===== src/rtl/sprite_frame_scheduler.sv =====
// Per-frame sprite sequencer: on each frame tick, erases every live channel's sprite at its
// last drawn position and redraws it at the new one, one clipped pixel per cycle.
module sprite_frame_scheduler #(
    parameter int unsigned         NUM_CH       = 7,
    parameter int unsigned         X_W          = 8,
    parameter int unsigned         Y_W          = 7,
    parameter int unsigned         COLOUR_W     = 3,
    parameter int unsigned         X_MAX        = 159,
    parameter int unsigned         Y_MAX        = 119,
    parameter logic [COLOUR_W-1:0] DRAW_COLOUR  = 3'b111,
    parameter logic [COLOUR_W-1:0] ERASE_COLOUR = 3'b000
) (
    input  logic                                      clock,
    input  logic                                      resetn,
    input  logic                                      frame_tick,
    input  logic [NUM_CH-1:0]                         ch_enable,
    input  logic [NUM_CH*X_W-1:0]                     ch_x,
    input  logic [NUM_CH*Y_W-1:0]                     ch_y,
    input  logic                                      stall,
    output logic                                      plot,
    output logic [X_W-1:0]                            plot_x,
    output logic [Y_W-1:0]                            plot_y,
    output logic [COLOUR_W-1:0]                       colour,
    output logic [$clog2(NUM_CH > 1 ? NUM_CH : 2)-1:0] cur_ch,
    output logic                                      busy,
    output logic                                      frame_done,
    output logic                                      overrun
);

    localparam int unsigned     CH_W    = $clog2(NUM_CH > 1 ? NUM_CH : 2);
    localparam logic [3:0]      LastPix = 4'd12;
    localparam logic [CH_W-1:0] LastCh  = CH_W'(NUM_CH - 1);

    typedef enum logic [2:0] {StIdle, StScan, StErase, StDraw, StDone} state_e;

    state_e              state_q, state_d;
    logic [CH_W-1:0]     cur_ch_q, cur_ch_d;
    logic [3:0]          pix_idx_q, pix_idx_d;
    logic                overrun_q;
    logic [NUM_CH-1:0]   shadow_en_q;
    logic [NUM_CH*X_W-1:0] shadow_x_q, saved_x_q;
    logic [NUM_CH*Y_W-1:0] shadow_y_q, saved_y_q;
    logic [NUM_CH-1:0]   was_drawn_q;

    logic                capture, commit, clr_drawn;
    logic [X_W-1:0]      anchor_x;
    logic [Y_W-1:0]      anchor_y;
    logic signed [3:0]   off_dx, off_dy;
    logic [X_W:0]        pix_x_s;
    logic [Y_W:0]        pix_y_s;
    logic                walking, on_screen, pix_done, last_ch;

    // Bird sprite: beak/head column at the anchor, body and wings trailing to the left.
    function automatic logic signed [3:0] sprite_dx(input logic [3:0] idx);
        case (idx)
            4'd2:                sprite_dx = -4'sd1;
            4'd3:                sprite_dx = -4'sd2;
            4'd4, 4'd7, 4'd8:    sprite_dx = -4'sd3;
            4'd5, 4'd9, 4'd10:   sprite_dx = -4'sd4;
            4'd6, 4'd11, 4'd12:  sprite_dx = -4'sd5;
            default:             sprite_dx = 4'sd0;
        endcase
    endfunction

    function automatic logic signed [3:0] sprite_dy(input logic [3:0] idx);
        case (idx)
            4'd1, 4'd7: sprite_dy = 4'sd1;
            4'd8:       sprite_dy = -4'sd1;
            4'd9:       sprite_dy = 4'sd2;
            4'd10:      sprite_dy = -4'sd2;
            4'd11:      sprite_dy = 4'sd3;
            4'd12:      sprite_dy = -4'sd3;
            default:    sprite_dy = 4'sd0;
        endcase
    endfunction

    // Current pixel: anchor + offset, one bit wider so negative results are caught by the MSB.
    always_comb begin
        walking = (state_q == StErase) || (state_q == StDraw);
        if (state_q == StErase) begin
            anchor_x = saved_x_q[cur_ch_q*X_W +: X_W];
            anchor_y = saved_y_q[cur_ch_q*Y_W +: Y_W];
        end else begin
            anchor_x = shadow_x_q[cur_ch_q*X_W +: X_W];
            anchor_y = shadow_y_q[cur_ch_q*Y_W +: Y_W];
        end
        off_dx    = sprite_dx(pix_idx_q);
        off_dy    = sprite_dy(pix_idx_q);
        pix_x_s   = {1'b0, anchor_x} + {{(X_W-3){off_dx[3]}}, off_dx};
        pix_y_s   = {1'b0, anchor_y} + {{(Y_W-3){off_dy[3]}}, off_dy};
        on_screen = !pix_x_s[X_W] && !pix_y_s[Y_W] &&
                    (pix_x_s[X_W-1:0] <= X_W'(X_MAX)) && (pix_y_s[Y_W-1:0] <= Y_W'(Y_MAX));
        // Clipped pixels never wait on the plotter.
        pix_done  = walking && (!on_screen || !stall);
        last_ch   = (cur_ch_q == LastCh);
    end

    always_ff @(posedge clock or negedge resetn) begin
        if (!resetn) begin
            state_q   <= StIdle;
            cur_ch_q  <= '0;
            pix_idx_q <= '0;
        end else begin
            state_q   <= state_d;
            cur_ch_q  <= cur_ch_d;
            pix_idx_q <= pix_idx_d;
        end
    end

    always_comb begin
        state_d   = state_q;
        cur_ch_d  = cur_ch_q;
        pix_idx_d = pix_idx_q;
        capture   = 1'b0;
        commit    = 1'b0;
        clr_drawn = 1'b0;
        unique case (state_q)
            StIdle: begin
                if (frame_tick) begin
                    capture  = 1'b1;
                    cur_ch_d = '0;
                    state_d  = StScan;
                end
            end
            StScan: begin
                pix_idx_d = '0;
                if (was_drawn_q[cur_ch_q]) begin
                    state_d = StErase;
                end else if (shadow_en_q[cur_ch_q]) begin
                    state_d = StDraw;
                end else if (last_ch) begin
                    state_d = StDone;
                end else begin
                    cur_ch_d = cur_ch_q + CH_W'(1);
                end
            end
            StErase: begin
                if (pix_done) begin
                    if (pix_idx_q == LastPix) begin
                        pix_idx_d = '0;
                        if (shadow_en_q[cur_ch_q]) begin
                            state_d = StDraw;
                        end else begin
                            clr_drawn = 1'b1;
                            if (last_ch) begin
                                state_d = StDone;
                            end else begin
                                cur_ch_d = cur_ch_q + CH_W'(1);
                                state_d  = StScan;
                            end
                        end
                    end else begin
                        pix_idx_d = pix_idx_q + 4'd1;
                    end
                end
            end
            StDraw: begin
                if (pix_done) begin
                    if (pix_idx_q == LastPix) begin
                        pix_idx_d = '0;
                        commit    = 1'b1;
                        if (last_ch) begin
                            state_d = StDone;
                        end else begin
                            cur_ch_d = cur_ch_q + CH_W'(1);
                            state_d  = StScan;
                        end
                    end else begin
                        pix_idx_d = pix_idx_q + 4'd1;
                    end
                end
            end
            StDone: begin
                cur_ch_d = '0;
                state_d  = StIdle;
            end
            default: state_d = StIdle;
        endcase
    end

    always_comb begin
        plot       = walking && on_screen;
        plot_x     = plot ? pix_x_s[X_W-1:0] : '0;
        plot_y     = plot ? pix_y_s[Y_W-1:0] : '0;
        colour     = '0;
        if (plot) begin
            colour = (state_q == StErase) ? ERASE_COLOUR : DRAW_COLOUR;
        end
        cur_ch     = cur_ch_q;
        busy       = (state_q != StIdle);
        frame_done = (state_q == StDone);
        overrun    = overrun_q;
    end

    always_ff @(posedge clock or negedge resetn) begin
        if (!resetn) begin
            overrun_q   <= 1'b0;
            shadow_en_q <= '0;
            shadow_x_q  <= '0;
            shadow_y_q  <= '0;
            saved_x_q   <= '0;
            saved_y_q   <= '0;
            was_drawn_q <= '0;
        end else begin
            if (frame_tick && (state_q != StIdle)) begin
                overrun_q <= 1'b1;
            end
            if (capture) begin
                shadow_en_q <= ch_enable;
                shadow_x_q  <= ch_x;
                shadow_y_q  <= ch_y;
            end
            if (commit) begin
                saved_x_q[cur_ch_q*X_W +: X_W] <= shadow_x_q[cur_ch_q*X_W +: X_W];
                saved_y_q[cur_ch_q*Y_W +: Y_W] <= shadow_y_q[cur_ch_q*Y_W +: Y_W];
                was_drawn_q[cur_ch_q]          <= 1'b1;
            end
            if (clr_drawn) begin
                was_drawn_q[cur_ch_q] <= 1'b0;
            end
        end
    end

endmodule

===== config.mk =====
export PLATFORM = sky130hd
export DESIGN_NAME = sprite_frame_scheduler
export DESIGN_NICKNAME = d
export VERILOG_FILES = /design/src/rtl/sprite_frame_scheduler.sv
export SDC_FILE = /design/constraint.sdc
export NUM_CORES = 1
export LEC_CHECK = 0
export BUFFER_PORTS_ARGS = -buffer_cell sky130_fd_sc_hd__clkbuf_2
export CAP_MARGIN = 30
export CORE_ASPECT_RATIO = 1.2
export CORE_MARGIN = 1
export CORE_UTILIZATION = 55
export CTS_CLUSTER_DIAMETER = 150
export DETAILED_ROUTE_END_ITERATION = 10
export HOLD_SLACK_MARGIN = 0.12
export PLACE_DENSITY = 0.87
export SKIP_LAST_GASP = 1
export SLEW_MARGIN = 5
export SYNTH_ARGS = -nofsm -noshare
export SYNTH_HDL_FRONTEND = slang
export SYNTH_SLANG_ARGS = --single-unit

===== constraint.sdc =====
create_clock -name clock -period 12.2 [get_ports clock]
set_clock_uncertainty 0.15 [all_clocks]
set_input_delay 2.44 -clock clock [delete_from_list [all_inputs] [get_ports clock]]
set_output_delay 2.44 -clock clock [all_outputs]
set_load 0.02 [all_outputs]

==> Word-level counts from Yosys, hierarchy flattened <==
Memory sizes are Yosys's and may differ from the RTL's.
Cells that the tools add are included.
W data, S select, Z words.
{ "word_totals": {"rom_bits": 64, "n_memories": 1, "input_bits": 116, "wordCells": 124, "register_bits": 235} }
{ "memory_table": {"columns": ["name", "words", "width", "read_ports", "rd_clocked_by_memory_dff", "wr", "line", "rtl"], "rows": [
  ["(name not given)", 16, 4, 1, 0, 0, "55", "case (idx)"]
]} }
{ "classes": {"reduce_logical": 22, "n_mul": 1, "addsub": 6, "mux": 49, "eq_ne": 20, "n_shift": 8, "magnitude_cmp": 4, "bitwise_logic": 3} }
{ "ops": {"columns": ["op", "n"], "rows": [
  ["$shiftx A56 B7 Y8", 2],
  ["$shiftx A49 B7 Y7", 2],
  ["$neg A6 Y34", 2],
  ["$mux W3", 20],
  ["$bwmux W56", 1],
  ["$shift A8 B34 Y56 const A", 1],
  ["$shiftx A8 B34 Y56", 1],
  ["$bwmux W49", 1],
  ["$shift A7 B34 Y49 const A", 1],
  ["$shiftx A7 B34 Y49", 1],
  ["$mux W7", 4],
  ["$pmux W4 S6", 1],
  ["$eq A4 B4 Y1 const B", 5],
  ["$mux W8", 2],
  ["$pmux W3 S5", 1],
  ["$mux W1", 12],
  ["$pmux W3 S4", 1],
  ["$add A8 B9 Y9", 1],
  ["$add A7 B8 Y8", 1],
  ["$le A8 B8 Y1 const B", 1],
  ["$mux W4", 2],
  ["$ne A2 B2 Y1 const B", 4],
  ["$pmux W4 S2", 1],
  ["$and A7 B7 Y7", 1],
  ["28 further kinds", 44]
]} }

==> Depth between registers and ports, before layout <==
{ "logic_depth": {"depth_word": 16, "mapped_depth": 24, "mapped_depth_nobuf": 18} }

==> Worst setup path after synthesis <==
Ideal clock, no wire load.
{ "synth_path": {"path_type": "register to output", "from": "register cur_ch_q[2], in the netlist cur_ch[2]", "to": "output colour[1]", "path_stages_with_launch": 22, "path_slack_ns": 4.286, "arrival_ns": 5.324, "n_path_buf": 6, "path_cell_list": "dfrtp_1 > buf_4 > buf_4 > clkbuf_1 > clkbuf_1 > buf_1 > mux2_2 > a221o_1 > o211ai_1 > o21ai_0 > ha_1 > fa_1 > a21o_1 > a21oi_1 > o21ai_0 > a21o_1 > a21oi_1 > xor2_1 > o211a_1 > and2_0 > nor2b_1 > buf_4"} }
{ "synth_between": {"elab_chain_len": 10, "word_cells_on_any_way": 18, "classes_between": "add/sub: 2; mul: 1; order compare: 2; shift: 4; mux: 3; reduce/logical: 6"} }
{ "synth_rtl": {"columns": ["item", "line", "rtl"], "rows": [
  ["start, declared", "37", "logic [CH_W-1:0] cur_ch_q, cur_ch_d;"],
  ["start signal, assigned", "105", "cur_ch_q <= cur_ch_d;"],
  ["parallel branches: the longest is 7 deep, another holds $add A7 B8 Y8", null, null],
  ["$logic_and A1 B1 Y1 (*)", "92", "(pix_x_s[X_W-1:0] <= X_W'(X_MAX)) && (pix_y_s[Y_W-1:0] <= Y_W'(Y_MAX));"],
  ["$logic_and A1 B1 Y1 (*)", "182", "plot = walking && on_screen;"],
  ["$mux W3 (*)", "186", "if (plot) begin"],
  ["end, declared", "23", "output logic [COLOUR_W-1:0] colour,"]
]} }
Mark *: on every way between the ends.

==> Worst setup path after layout <==
{ "layout_path": {"from": "register cur_ch_q[1], in the netlist cur_ch[1]", "to": "output plot_y[3]"} }
{ "layout_between": {"elab_chain_len": 10, "word_cells_on_any_way": 18, "classes_between": "add/sub: 2; mul: 1; order compare: 2; shift: 4; mux: 3; reduce/logical: 6"} }
{ "layout_rtl": {"columns": ["item", "line", "rtl"], "rows": [
  ["parallel branches: the longest is 9 deep, another holds $add A7 B8 Y8", null, null],
  ["$mux W7 (*)", "184", "plot_y = plot ? pix_y_s[Y_W-1:0] : '0;"],
  ["end, declared", "22", "output logic [Y_W-1:0] plot_y,"]
]} }
Marked as above.

==> results summary <==
The flow ran to the end, and the final reports show no timing, DRC or antenna violations. The number of buffers created by CTS came out at 23. The share of the clock period used by the worst path after layout came out at 75.7%. The synthesized design devotes to its leading area cell type 47.1% of total area. The worst endpoint data arrival time came out at 6.65 ns. The final setup violation count came out at 0. The global routing usage summed across all routing layers is 28.2%.

The total negative slack is 0 ns. The number of setup buffers added after CTS came out at 0. The number of endpoints with negative hold slack in the final report is 0. The number of standard-cell rows in the floorplan came out at 60.

After synthesis the cells add up to about 12000 um2. The count of hold buffers inserted by post-cts repair came out at 0. The clock edge transition at the registers on the reported setup and hold paths is around 0.070 ns.

The clock drives 235 sinks. The floorplan step defined a die boundary enclosing 23300 um2. The element type at the critical path start is a flip-flop. The number of H-tree levels came out at 1.

The maximum clock frequency is 0.108 GHz. After detailed routing, the number of vias per cell comes to about 6.4. The first global-routing pass estimated between 50000 and 60000 um of wire. The tool flagged a number of max-cap violations equal to 0. The mean cell area of the mapped netlist is 11.6 um2. The number of antenna diodes in the final layout is 0. The number of DRC markers in iteration 0 is 898. Clock tree synthesis selected as its root buffer the cell sky130_fd_sc_hd__clkbuf_16. The clock latency at the later pin of the worst-skew pair came out at 0.53 ns. From bottom edge to top edge, the die measures around 170 um. The placed instances occupy a cell area of 13400 um2.

The worst setup path is captured at an output port. The maximum VDD drop came out at 0.000156 V. The worst slew margin relative to its limit is 38.7%. The proportion of layout cells with a drive suffix above 1 is approximately a third.

The total I/O pin count came out at 141. The number of synthesized register bits came out at 235. For this configuration, the core starts out at a cell density of 55.8%.

The count of final max-slew check failures came out at 0. After technology mapping, the gate count stands at between 1000 and 1500. The clock tree from TritonCTS is built. For this run, the leading register cell type out of synthesis is sky130_fd_sc_hd__dfrtp_1. The horizontal extent of the die came out at 140 um. The clock period could shrink to 9.24 ns. The pin count of the biggest net entering global routing is 117. In this run, post-CTS repair resized a total of 0 instances. Port buffering added 140 buffers. Yosys attributes the largest share of cell area to sky130_fd_sc_hd__dfrtp_1 47%, sky130_fd_sc_hd__mux2_2 17%, sky130_fd_sc_hd__mux2i_1 4.5%.

The remaining design rule violation count came out at 0. The post-synthesis net count is 1224. The placed instance count came out at roughly 1400. The required time of the critical path came out at between 9 and 10 ns. The number of enable flip-flop cells after synthesis came out at 0. The per-cell routed wire length came out at 21.6 um. Once detailed placement completed, the half-perimeter wirelength came to 21600 um. Setup repair after global routing left no endpoint under its margin. The final layout contains routed wiring with a total length of 32200 um. The post-synthesis cell type with the largest combined area is sky130_fd_sc_hd__dfrtp_1. The detailed-route via count is 9543. Relative to the synthesized area, the layout overhead comes to 13.8%. By startpoint and endpoint, the worst setup path is classified as flip-flop to output port. The last weighted congestion value of the routability-driven placer came out at between 0.8 and 0.9. The number of antenna violations at the first check in global routing came to 0. The number of nets at the end of the flow came out at 1337.

The final core area utilization came out at 63.5%. The slew at the pin closest to its max-slew limit is 0.919 ns. The number of fillers in the final layout came out at 1663. The floorplan core area is 22400 um2. The part of the Yosys area used for sequential elements came out at between 40% and 50%.

The path type of the worst min-delay path is flip-flop to flip-flop. In this run the static leakage power is ~0.0069 uW. For this run, the number of standard cells in the final layout without fillers is 1489.

The worst-path maximum fanout came out at between 40 and 50. The number of global-route vias before repair is 9640. The share of synthesized flip-flops with an asynchronous set or reset is 100%. The most common cell after layout, fill and taps aside is sky130_fd_sc_hd__dfrtp_1. The power per unit of standard cell area is 323 nW/um2. Counting along the longest clock path gives a buffer depth of 3. The number of different library cells used by synthesis comes to 68.

The length of the first detailed-routing pass in iterations is 7. Global routing finished with a remaining overflow of 0. The post-layout instance area is 14200 um2. The count of nets left with antenna violations once routing finished came out at 0. The Yosys step of the flow raised 0 warnings. The library cells used most frequently in the layout, excluding fill and tap cells, are 232 x sky130_fd_sc_hd__dfrtp_1, 194 x sky130_fd_sc_hd__mux2_2, 139 x sky130_fd_sc_hd__clkbuf_2, 106 x sky130_fd_sc_hd__nor2_1, 56 x sky130_fd_sc_hd__mux2i_1.
[routing by layer]
| metal | track usage, % | part of all wire [%] | wire length, um |
|---|---|---|---|
| met5 | 0 | 0 | 0 |
| met4 | 11.5 | 3.6 | 1170 |
| met3 | 4.28 | 7.6 | 2450 |
| met2 | 46.4 | 48 | 15600 |
| met1 | 37.3 | 40 | 13000 |
[state kept, by name (all words and copies together), names as in the netlist]
signal       flops
cur_ch           3
shadow_en_q      7
state_q          3
shadow_y_q      49
pix_idx_q        4
overrun          1
saved_x_q       56
was_drawn_q      7
shadow_x_q      56
saved_y_q       49
[synthesized netlist by cell type (8+ instances only)]
cell and count:
sky130_fd_sc_hd__nor2_1 106, sky130_fd_sc_hd__buf_1 18, sky130_fd_sc_hd__mux2_1 19, sky130_fd_sc_hd__inv_1 38, sky130_fd_sc_hd__mux2_2 194, sky130_fd_sc_hd__nor3_1 11, sky130_fd_sc_hd__a21oi_1 51, sky130_fd_sc_hd__ha_1 26
sky130_fd_sc_hd__buf_2 10, sky130_fd_sc_hd__nor2b_1 13, sky130_fd_sc_hd__o22ai_1 9, sky130_fd_sc_hd__dfrtp_1 235, sky130_fd_sc_hd__clkbuf_1 33, sky130_fd_sc_hd__nand2_1 37, sky130_fd_sc_hd__mux4_2 13, sky130_fd_sc_hd__a22oi_1 8
sky130_fd_sc_hd__a31oi_1 10, sky130_fd_sc_hd__mux2i_1 56, sky130_fd_sc_hd__o211ai_1 9, sky130_fd_sc_hd__nand3_1 9, sky130_fd_sc_hd__o21ai_0 34, sky130_fd_sc_hd__a221o_1 12
[metrics by stage]
step / hold WS (ns) / setup WS [ns] / power (uW)
after floorplan: 0.309 / 4.29 / 3050
after global placement: 0.291 / 3.98 / 3680
after detailed placement: 0.300 / 3.71 / 3770
after CTS: 0.315 / 3.04 / 4550
after global routing: 0.334 / 2.50 / 4870
final: 0.310 / 2.96 / 4590
[report_power, final]
| part | switching (uW) | internal (uW) | total (uW) |
|---|---|---|---|
| Clock | 306 | 448 | 754 |
| Combinational | 1610 | 1000 | 2620 |
| Sequential | 200 | 1020 | 1220 |
[worst max-delay path: stages, from the launching register on]
cell,delay (ns)
sky130_fd_sc_hd__dfrtp_2,0.71
sky130_fd_sc_hd__buf_4,0.63
sky130_fd_sc_hd__nor2b_1,0.29
sky130_fd_sc_hd__buf_4,0.25
sky130_fd_sc_hd__a22oi_1,0.24
sky130_fd_sc_hd__o22ai_1,0.14
sky130_fd_sc_hd__a21oi_1,0.53
sky130_fd_sc_hd__o21ai_0,0.18
sky130_fd_sc_hd__ha_1,0.26
sky130_fd_sc_hd__fa_1,0.41
sky130_fd_sc_hd__a21o_1,0.18
sky130_fd_sc_hd__a21oi_1,0.25
sky130_fd_sc_hd__o21ai_0,0.15
sky130_fd_sc_hd__a21o_1,0.19
sky130_fd_sc_hd__a21oi_1,0.17
sky130_fd_sc_hd__xor2_1,0.16
sky130_fd_sc_hd__o211a_1,0.27
sky130_fd_sc_hd__and2_0,0.30
sky130_fd_sc_hd__nand2_1,0.31
sky130_fd_sc_hd__nor3_1,0.24
sky130_fd_sc_hd__clkbuf_2,0.20
[worst paths after layout]
kind	start	depth (start not counted)	endpoint	slack, ns
setup reg to reg	cur_ch[1]$_DFFE_PN0P_	20	saved_x_q[1]$_DFFE_PN0P_	5.27
hold reg to reg	overrun$_DFFE_PN0P_	1	overrun$_DFFE_PN0P_	0.31
max in group asynchronous	resetn	2	cur_ch[0]$_DFFE_PN0P_	8.63
setup / recovery	cur_ch[1]$_DFFE_PN0P_	20	plot_y[3]	2.96
hold / removal	overrun$_DFFE_PN0P_	1	overrun$_DFFE_PN0P_	0.31
min in group asynchronous	resetn	1	saved_x_q[3]$_DFFE_PN0P_	1.81
[kinds of logic (layout without fill, tap and decap cells)]
family / after synthesis / count (layout) / share of synthesized area, %
AOI/OAI and AO/OA: 194 / 194 / 10.5
xor gates and xnor gates: 13 / 13 / 0.912
adders and majority gates: 28 / 28 / 2.92
buffers and inverters: 109 / 239 / 3.65
DFF: 235 / 235 / 47.1
muxes: 282 / 282 / 26.0
and+or+nand+nor: 219 / 219 / 8.90
[cell type report]
| type | instances | area (um2) | share of cell area, % |
|---|---|---|---|
| clock buffer | 33 | 673 | 4.74 |
| sequential | 235 | 5880 | 41.4 |
| tap | 279 | 349 | 2.46 |
| timing repair buffer | 157 | 858 | 6.04 |
| clock inverter | 9 | 126 | 0.889 |
| inverter | 40 | 150 | 1.06 |
| multi-input combinational | 736 | 6170 | 43.4 |
Note: power is estimated with default switching activity, not from simulation.
